File: config.mk
export PLATFORM = sky130hd
export DESIGN_NAME = lsu_ctrl_flat
export DESIGN_NICKNAME = d
export VERILOG_FILES = /design/src/rtl/lsu_pkg.sv /design/src/rtl/lsu_ctrl_if.sv /design/src/rtl/lsu_lane_align.sv /design/src/rtl/lsu_ctrl.sv /design/src/flat_wrapper.sv
export SDC_FILE = /design/constraint.sdc
export NUM_CORES = 1
export LEC_CHECK = 0
export ABC_CLOCK_PERIOD_IN_PS = 6100
export BUFFER_PORTS_ARGS = -buffer_cell sky130_fd_sc_hd__buf_2
export CAP_MARGIN = 30
export CORE_MARGIN = 2
export CORE_UTILIZATION = 46
export CTS_BUF_LIST = sky130_fd_sc_hd__clkbuf_4
export DETAILED_ROUTE_END_ITERATION = 10
export MAX_ROUTING_LAYER = met4
export PLACE_DENSITY = 0.7
export SYNTH_ARGS = -nofsm -noshare
export SYNTH_HDL_FRONTEND = slang
export SYNTH_SLANG_ARGS = --single-unit
File: constraint.sdc
create_clock -name clk -period 6.1 [get_ports clk]
set_input_delay 0.61 -clock clk [delete_from_list [all_inputs] [get_ports clk]]
set_output_delay 0.61 -clock clk [all_outputs]
set_load 0.05 [all_outputs]
File: src/rtl/lsu_pkg.sv
// Shared types and helpers for the load/store unit: FSM states, funct3 codes,
// and access-size / byte-mask helpers used by the controller and lane aligner.
package lsu_pkg;

    typedef enum logic [1:0] {
        IDLE = 2'd0,
        ACC1 = 2'd1,
        ACC2 = 2'd2,
        RESP = 2'd3
    } lsu_state_e;

    localparam logic [2:0] LB  = 3'b000;
    localparam logic [2:0] LH  = 3'b001;
    localparam logic [2:0] LW  = 3'b010;
    localparam logic [2:0] LBU = 3'b100;
    localparam logic [2:0] LHU = 3'b101;
    localparam logic [2:0] SB  = 3'b000;
    localparam logic [2:0] SH  = 3'b001;
    localparam logic [2:0] SW  = 3'b010;

    // Access size in bytes: 1, 2 or 4.
    function automatic logic [2:0] f3_size(input logic [1:0] f3_lo);
        case (f3_lo)
            2'b00:   return 3'd1;
            2'b01:   return 3'd2;
            default: return 3'd4;
        endcase
    endfunction

    // Contiguous byte mask of 'size' ones, i.e. (1<<size)-1.
    function automatic logic [7:0] size_mask(input logic [2:0] size);
        return (8'd1 << size) - 8'd1;
    endfunction

    function automatic logic f3_valid(input logic we, input logic [2:0] f3);
        if (we) begin
            return (f3 == SB) || (f3 == SH) || (f3 == SW);
        end
        return (f3 == LB) || (f3 == LH) || (f3 == LW) || (f3 == LBU) || (f3 == LHU);
    endfunction

endpackage

File: src/rtl/lsu_ctrl_if.sv
// Bundle of the request, data-memory and response signals of the LSU.
// Handshakes: a transfer happens on a rising edge where valid && ready; the
// sender holds valid and its payload stable until that edge, ready may toggle freely.
interface lsu_ctrl_if #(
    parameter int DM_ADDRESS = 9,
    parameter int DATA_W     = 32
);
    logic                  req_valid;
    logic                  req_ready;
    logic                  req_we;
    logic [2:0]            req_funct3;
    logic [DM_ADDRESS-1:0] req_addr;
    logic [DATA_W-1:0]     req_wdata;

    logic                  mem_re;
    logic                  mem_we;
    logic [DM_ADDRESS-1:0] mem_addr;
    logic [3:0]            mem_be;
    logic [DATA_W-1:0]     mem_wdata;
    logic [DATA_W-1:0]     mem_rdata;

    logic                  rsp_valid;
    logic                  rsp_ready;
    logic [DATA_W-1:0]     rsp_rdata;
    logic                  rsp_err;

    modport slave (
        input  req_valid, req_we, req_funct3, req_addr, req_wdata, mem_rdata, rsp_ready,
        output req_ready, mem_re, mem_we, mem_addr, mem_be, mem_wdata,
               rsp_valid, rsp_rdata, rsp_err
    );

    modport master (
        output req_valid, req_we, req_funct3, req_addr, req_wdata, mem_rdata, rsp_ready,
        input  req_ready, mem_re, mem_we, mem_addr, mem_be, mem_wdata,
               rsp_valid, rsp_rdata, rsp_err
    );

endinterface

File: src/rtl/lsu_lane_align.sv
// Combinational lane steering: store data shift and byte enables for both
// words of a possibly split access, and load byte extraction plus extension.
module lsu_lane_align
    import lsu_pkg::*;
(
    input  logic [2:0]  funct3_i,
    input  logic [1:0]  off_i,
    input  logic [31:0] wdata_i,
    input  logic [31:0] w1_i,
    input  logic [23:0] w2_i,
    output logic        split_o,
    output logic [3:0]  be1_o,
    output logic [3:0]  be2_o,
    output logic [31:0] st_lo_o,
    output logic [31:0] st_hi_o,
    output logic [31:0] ld_data_o
);

    logic [2:0]  size;
    logic [7:0]  mask;
    logic [63:0] st_wide;
    logic [31:0] ld_raw;

    always_comb begin
        size    = f3_size(funct3_i[1:0]);
        mask    = size_mask(size);
        split_o = (4'(off_i) + 4'(size)) > 4'd4;
        be1_o   = 4'(mask << off_i);
        be2_o   = 4'(mask >> (3'd4 - {1'b0, off_i}));

        st_wide = {32'b0, wdata_i} << {off_i, 3'b000};
        st_lo_o = st_wide[31:0];
        st_hi_o = st_wide[63:32];

        // Only the low three bytes of the second word can ever reach the result.
        case (off_i)
            2'd0:    ld_raw = w1_i;
            2'd1:    ld_raw = {w2_i[7:0],  w1_i[31:8]};
            2'd2:    ld_raw = {w2_i[15:0], w1_i[31:16]};
            default: ld_raw = {w2_i[23:0], w1_i[31:24]};
        endcase

        case (funct3_i)
            LB:      ld_data_o = {{24{ld_raw[7]}}, ld_raw[7:0]};
            LH:      ld_data_o = {{16{ld_raw[15]}}, ld_raw[15:0]};
            LBU:     ld_data_o = {24'b0, ld_raw[7:0]};
            LHU:     ld_data_o = {16'b0, ld_raw[15:0]};
            default: ld_data_o = ld_raw;
        endcase
    end

endmodule

File: src/rtl/lsu_ctrl.sv
// Load/store controller: accepts one request at a time, issues one or two
// word accesses to data memory, and returns the aligned/extended result.
module lsu_ctrl
    import lsu_pkg::*;
#(
    parameter int DM_ADDRESS = 9,
    parameter int DATA_W     = 32
) (
    input  logic       clk,
    input  logic       rst_n,
    lsu_ctrl_if.slave  bus,
    output lsu_state_e state_o
);

    lsu_state_e            state_q, state_d;
    logic                  we_q;
    logic [2:0]            f3_q;
    logic [DM_ADDRESS-1:0] addr_q;
    logic [DATA_W-1:0]     wdata_q;
    logic                  err_q;
    logic [31:0]           w1_q;
    logic [23:0]           w2_q;

    logic                  split;
    logic [3:0]            be1, be2;
    logic [31:0]           st_lo, st_hi, ld_data;
    logic [DM_ADDRESS-1:0] word_addr;
    logic                  accept;

    assign accept    = (state_q == IDLE) && bus.req_valid;
    assign word_addr = {addr_q[DM_ADDRESS-1:2], 2'b00};
    assign state_o   = state_q;

    lsu_lane_align u_align (
        .funct3_i  (f3_q),
        .off_i     (addr_q[1:0]),
        .wdata_i   (wdata_q),
        .w1_i      (w1_q),
        .w2_i      (w2_q),
        .split_o   (split),
        .be1_o     (be1),
        .be2_o     (be2),
        .st_lo_o   (st_lo),
        .st_hi_o   (st_hi),
        .ld_data_o (ld_data)
    );

    always_ff @(posedge clk or negedge rst_n) begin
        if (!rst_n) begin
            state_q <= IDLE;
        end else begin
            state_q <= state_d;
        end
    end

    // Request fields are frozen at acceptance; read words land at the end of each ACC cycle.
    always_ff @(posedge clk or negedge rst_n) begin
        if (!rst_n) begin
            we_q    <= 1'b0;
            f3_q    <= 3'b000;
            addr_q  <= '0;
            wdata_q <= '0;
            err_q   <= 1'b0;
            w1_q    <= '0;
            w2_q    <= '0;
        end else if (accept) begin
            we_q    <= bus.req_we;
            f3_q    <= bus.req_funct3;
            addr_q  <= bus.req_addr;
            wdata_q <= bus.req_wdata;
            err_q   <= !f3_valid(bus.req_we, bus.req_funct3);
            w1_q    <= '0;
            w2_q    <= '0;
        end else if ((state_q == ACC1) && !we_q) begin
            w1_q <= bus.mem_rdata;
        end else if ((state_q == ACC2) && !we_q) begin
            w2_q <= bus.mem_rdata[23:0];
        end
    end

    always_comb begin
        state_d       = state_q;
        bus.req_ready = 1'b0;
        bus.mem_re    = 1'b0;
        bus.mem_we    = 1'b0;
        bus.mem_addr  = '0;
        bus.mem_be    = 4'b0000;
        bus.mem_wdata = '0;
        bus.rsp_valid = 1'b0;
        bus.rsp_err   = 1'b0;
        bus.rsp_rdata = '0;

        case (state_q)
            IDLE: begin
                bus.req_ready = 1'b1;
                if (bus.req_valid) begin
                    state_d = f3_valid(bus.req_we, bus.req_funct3) ? ACC1 : RESP;
                end
            end
            ACC1: begin
                bus.mem_addr = word_addr;
                if (we_q) begin
                    bus.mem_we    = 1'b1;
                    bus.mem_be    = be1;
                    bus.mem_wdata = st_lo;
                end else begin
                    bus.mem_re = 1'b1;
                end
                state_d = split ? ACC2 : RESP;
            end
            ACC2: begin
                // Second word wraps around the top of the data memory.
                bus.mem_addr = word_addr + DM_ADDRESS'(4);
                if (we_q) begin
                    bus.mem_we    = 1'b1;
                    bus.mem_be    = be2;
                    bus.mem_wdata = st_hi;
                end else begin
                    bus.mem_re = 1'b1;
                end
                state_d = RESP;
            end
            RESP: begin
                bus.rsp_valid = 1'b1;
                bus.rsp_err   = err_q;
                bus.rsp_rdata = (we_q || err_q) ? '0 : ld_data;
                if (bus.rsp_ready) begin
                    state_d = IDLE;
                end
            end
            default: state_d = IDLE;
        endcase
    end

endmodule
File: src/flat_wrapper.sv
// flat-port wrapper written by rule: the top's interface ports become plain ports
module lsu_ctrl_flat import lsu_pkg::*;
#(
    parameter int DM_ADDRESS = 9,
    parameter int DATA_W     = 32
)
  (clk, rst_n, state_o, bus_req_valid, bus_req_we, bus_req_funct3, bus_req_addr, bus_req_wdata, bus_mem_rdata, bus_rsp_ready, bus_req_ready, bus_mem_re, bus_mem_we, bus_mem_addr, bus_mem_be, bus_mem_wdata, bus_rsp_valid, bus_rsp_rdata, bus_rsp_err);
  lsu_ctrl_if #(.DM_ADDRESS(DM_ADDRESS), .DATA_W(DATA_W)) bus_i ();
  input  logic clk;
  input  logic rst_n;
  output lsu_state_e state_o;
  input wire logic [$bits(bus_i.req_valid)-1:0] bus_req_valid;
  input wire logic [$bits(bus_i.req_we)-1:0] bus_req_we;
  input wire logic [$bits(bus_i.req_funct3)-1:0] bus_req_funct3;
  input wire logic [$bits(bus_i.req_addr)-1:0] bus_req_addr;
  input wire logic [$bits(bus_i.req_wdata)-1:0] bus_req_wdata;
  input wire logic [$bits(bus_i.mem_rdata)-1:0] bus_mem_rdata;
  input wire logic [$bits(bus_i.rsp_ready)-1:0] bus_rsp_ready;
  output wire logic [$bits(bus_i.req_ready)-1:0] bus_req_ready;
  output wire logic [$bits(bus_i.mem_re)-1:0] bus_mem_re;
  output wire logic [$bits(bus_i.mem_we)-1:0] bus_mem_we;
  output wire logic [$bits(bus_i.mem_addr)-1:0] bus_mem_addr;
  output wire logic [$bits(bus_i.mem_be)-1:0] bus_mem_be;
  output wire logic [$bits(bus_i.mem_wdata)-1:0] bus_mem_wdata;
  output wire logic [$bits(bus_i.rsp_valid)-1:0] bus_rsp_valid;
  output wire logic [$bits(bus_i.rsp_rdata)-1:0] bus_rsp_rdata;
  output wire logic [$bits(bus_i.rsp_err)-1:0] bus_rsp_err;
  assign bus_i.req_valid = bus_req_valid;
  assign bus_i.req_we = bus_req_we;
  assign bus_i.req_funct3 = bus_req_funct3;
  assign bus_i.req_addr = bus_req_addr;
  assign bus_i.req_wdata = bus_req_wdata;
  assign bus_i.mem_rdata = bus_mem_rdata;
  assign bus_i.rsp_ready = bus_rsp_ready;
  assign bus_req_ready = bus_i.req_ready;
  assign bus_mem_re = bus_i.mem_re;
  assign bus_mem_we = bus_i.mem_we;
  assign bus_mem_addr = bus_i.mem_addr;
  assign bus_mem_be = bus_i.mem_be;
  assign bus_mem_wdata = bus_i.mem_wdata;
  assign bus_rsp_valid = bus_i.rsp_valid;
  assign bus_rsp_rdata = bus_i.rsp_rdata;
  assign bus_rsp_err = bus_i.rsp_err;
  lsu_ctrl #(.DM_ADDRESS(DM_ADDRESS), .DATA_W(DATA_W)) u_core (.clk(clk), .rst_n(rst_n), .bus(bus_i), .state_o(state_o));
endmodule
==> flow_summary_export.csv <==
group,metric,value,unit
outcome,status,"finished, final reports clean",
route,viasPerCell,5.747,
logic_synthesis,synth_xor_area_share,1.034,%
logic_synthesis,syn_area,6775,um2
logic_synthesis,synth_flop_cell,"dfrtp_1",
sta,tns,0,ps
cts,cts_tree,"built",
logic_synthesis,netlist.area_leader.share,38.41,%
grt,grt_overflow,0,
logic_synthesis,synth.area.mux_share,7.258,%
sta,min_period,4563,ps
cts,cts_hold_buffers,0,
cts,cts-htree-levels,3,
route,drc_errors,0,
cts,cts_setup_buffers,0,
cts,cts_resized,0,
finish,num-fill-cells,1434,
worst_hold_path,hp-class,"in2async",
power_and_ir_drop,share_seq_of_total_power,30.7,%
sta,grt_setup_unrepaired,"false",
route,post_drt_wl_per_cell,17.11,um
cts,clockBufferDepth,2,
power_and_ir_drop,switching_share,53.94,%
finish,final-seq-area,2604,um2
finish,drive_above_1_share,23.54,%
logic_synthesis,async_flop_share,100.0,%
route,wl,20.17,mm
cts,cts.sinks,104,
sta,clock.fmax,0.2192,GHz
logic_synthesis,syn_inst,878,
route,drtPass1Iterations,8,
logic_synthesis,synthSimpleGateAreaFrac,23.66,%
floorplan,die-area,15720,um2
floorplan,ioPinCount,165,
sta,period_share,74.80,%
finish,final_common_cell,"nand2_1",
power_and_ir_drop,p_int,0.002060,W
worst_setup_path,worst-path-max-fanout,63,
logic_synthesis,yosys-top-cells-area,"dfrtp_1 (38%), nand2_1 (18%), a21oi_1 (8.0%), a222oi_1 (4.6%), clkbuf_1 (3.2%)",
floorplan,start_util,46.79,%
worst_setup_path,worstSetupEndpointType,"output pin",
power_and_ir_drop,pwr-share-clk,8.5,%
cts,insertion_delay,490,ps
place,gp_congestion,0.8868,
logic_synthesis,ys_ff_latch,104,
floorplan,coreArea,14480,um2
route,vias,6776,
grt,grt_max_degree,79,
worst_setup_path,timing_worst_setup_path_type,"reg2out",
floorplan,die_w,125.4,um
grt,grtUsageTotal,26.26,%
floorplan,die_h,125.4,um
floorplan,num_rows,44,
sta,hold_viol,0,
logic_synthesis,ys_seq_area_share,38.41,%
place,hpwl,13.52,mm
logic_synthesis,synth.avg_cell_area,7.717,um2
sta,setup-violations-final,0,
worst_setup_path,crit_path_start_kind,"register",
finish,num-nets-final,1082,
grt,grt_pass1_wl,32.60,mm
logic_synthesis,ys_types,53,
finish,most-common-layout-cells,"nand2_1 (319), buf_2 (161), a21oi_1 (108)",
route,drt_iter0_drc,913,
logic_synthesis,synthAdderAreaFrac,2.216,%
power_and_ir_drop,p_per_area,571.2,nW/um2
place,placed_area,7615,um2
power_and_ir_drop,p_switching,0.002412,W
place,port_buffers,162,
power_and_ir_drop,vdd_drop_max,0.3862,mV
logic_synthesis,synth_warnings,0,
flow_run,cap_violations,0,
sta,worst_pin_slew,1001,ps
sta,skew,12.28,ps
worst_setup_path,critPathArrivalTime,3950,ps
cts,cts_root_buf,"clkbuf_4",
power_and_ir_drop,leakage,3.713,nW
logic_synthesis,synth_compound_area_share,21.92,%
sta,max_slew_margin,33.26,%
finish,design_area,7829,um2
cts,clk_pin_slew,180,ps
logic_synthesis,synth_top_family_by_area,"simple AND/OR/NAND/NOR gates",
finish,syn_to_final_growth,15.55,%
logic_synthesis,yosys.area.top_type,"dfrtp_1",
finish,multi_input_area,3820,um2
cts,cts_buffers,9,
logic_synthesis,synth-edff-count,0,
grt,grt_pass1_vias,6363,
grt,antenna_found_initial,1,
sta,slew_violations,0,
route,antenna_left,0,
worst_setup_path,crit_required,5490,ps
power_and_ir_drop,combPwrFrac,60.8,%
layout make-up:
| cell class | count | area share [%] |
|---|---|---|
| antenna | 1 | 0.03196 |
| multi-input combinational | 686 | 48.79 |
| clock buffer | 9 | 0.8630 |
| timing repair buffer | 176 | 12.53 |
| clock inverter | 7 | 1.007 |
| inverter | 12 | 0.5754 |
| sequential | 104 | 33.26 |
| tap | 184 | 2.941 |
kinds of logic after synthesis:
group | count (synthesis)
and+or+nand+nor | 396
AOI/OAI and AO/OA | 231
DFF | 104
buffers and inverters | 89
muxes | 37
adders and majority gates | 12
xor gates and xnor gates | 8
other | 1
synth_stat cells (12+ instances only):
master    number
o22ai_1       20
dfrtp_1      104
nand2_1      319
and2_1        12
a21oi_1      108
o21ai_0       33
a222oi_1      31
mux2i_1       12
clkbuf_1      58
mux2_2        17
nor2_1        27
ha_1          12
critical path, stage by stage, from the launching register on:
cell and delay [ps]:
dfrtp_1 380, buf_4 350, ha_2 940, a21oi_1 160
a2111o_1 630, a211o_4 500, a21oi_1 210, buf_2 290
layer usage:
| metal | vias up | wire, um | track usage (%) | share of wire, % |
|---|---|---|---|---|
| li1 | 3276 | - | - | - |
| met1 | 3165 | 8600 | 35.40 | 43 |
| met2 | 311 | 9521 | 39.71 | 47 |
| met3 | 24 | 1588 | 5.477 | 7.9 |
| met4 | 0 | 456 | 8.824 | 2.3 |
| met5 | - | 0 | - | 0 |
registers in the layout, indices dropped and copies added (netlist names):
name / count
u_core.f3_q: 3
u_core.w1_q: 32
u_core.state_o: 2
u_core.we_q: 1
u_core.addr_q: 9
u_core.err_q: 1
u_core.w2_q: 24
u_core.wdata_q: 32
through the flow:
stage / hold slack [ps] / instances / worst slack (ps) / util, % / power (W)
global placement: 503.5 / 1158 / 2154 / 52.40 / 0.003984
global route: 5.658 / 1179 / 1271 / 54.07 / 0.004830
CTS: 17.39 / 1175 / 1491 / 53.60 / 0.004415
floorplan: 314.4 / 879 / 2450 / - / 0.003405
finish: 29.78 / 1179 / 1537 / 54.07 / 0.004472
detailed placement: 506.8 / 1159 / 2062 / 52.59 / 0.004034
power groups by stage:
stage          registers [W]  clock network (W)  logic, W
2_1_floorplan        0.00124                  0   0.00217
3_3_place_gp         0.00137                  0   0.00262
3_5_place_dp         0.00137                  0   0.00266
4_1_cts              0.00136           0.000390   0.00266
5_1_grt              0.00142           0.000419   0.00300
6_report             0.00137           0.000378   0.00272
worst paths after layout:
| check | start | to | slack [ps] | cells after the start |
|---|---|---|---|---|
| setup / recovery | u_core.addr_q[1] | bus_rsp_rdata[31] | 1540 | 7 |
| hold / removal | rst_n | u_core.wdata_q[11] | 30 | 1 |
| setup reg to reg | u_core.state_o[0] | u_core.w2_q[20] | 3420 | 5 |
| hold reg to reg | u_core.w1_q[1] | u_core.w1_q[1] | 540 | 2 |
| max in group asynchronous | rst_n | u_core.addr_q[0] | 4730 | 2 |
| min in group clk | bus_req_wdata[19] | u_core.wdata_q[19] | 290 | 3 |
Note: power is estimated with default switching activity, not from simulation.
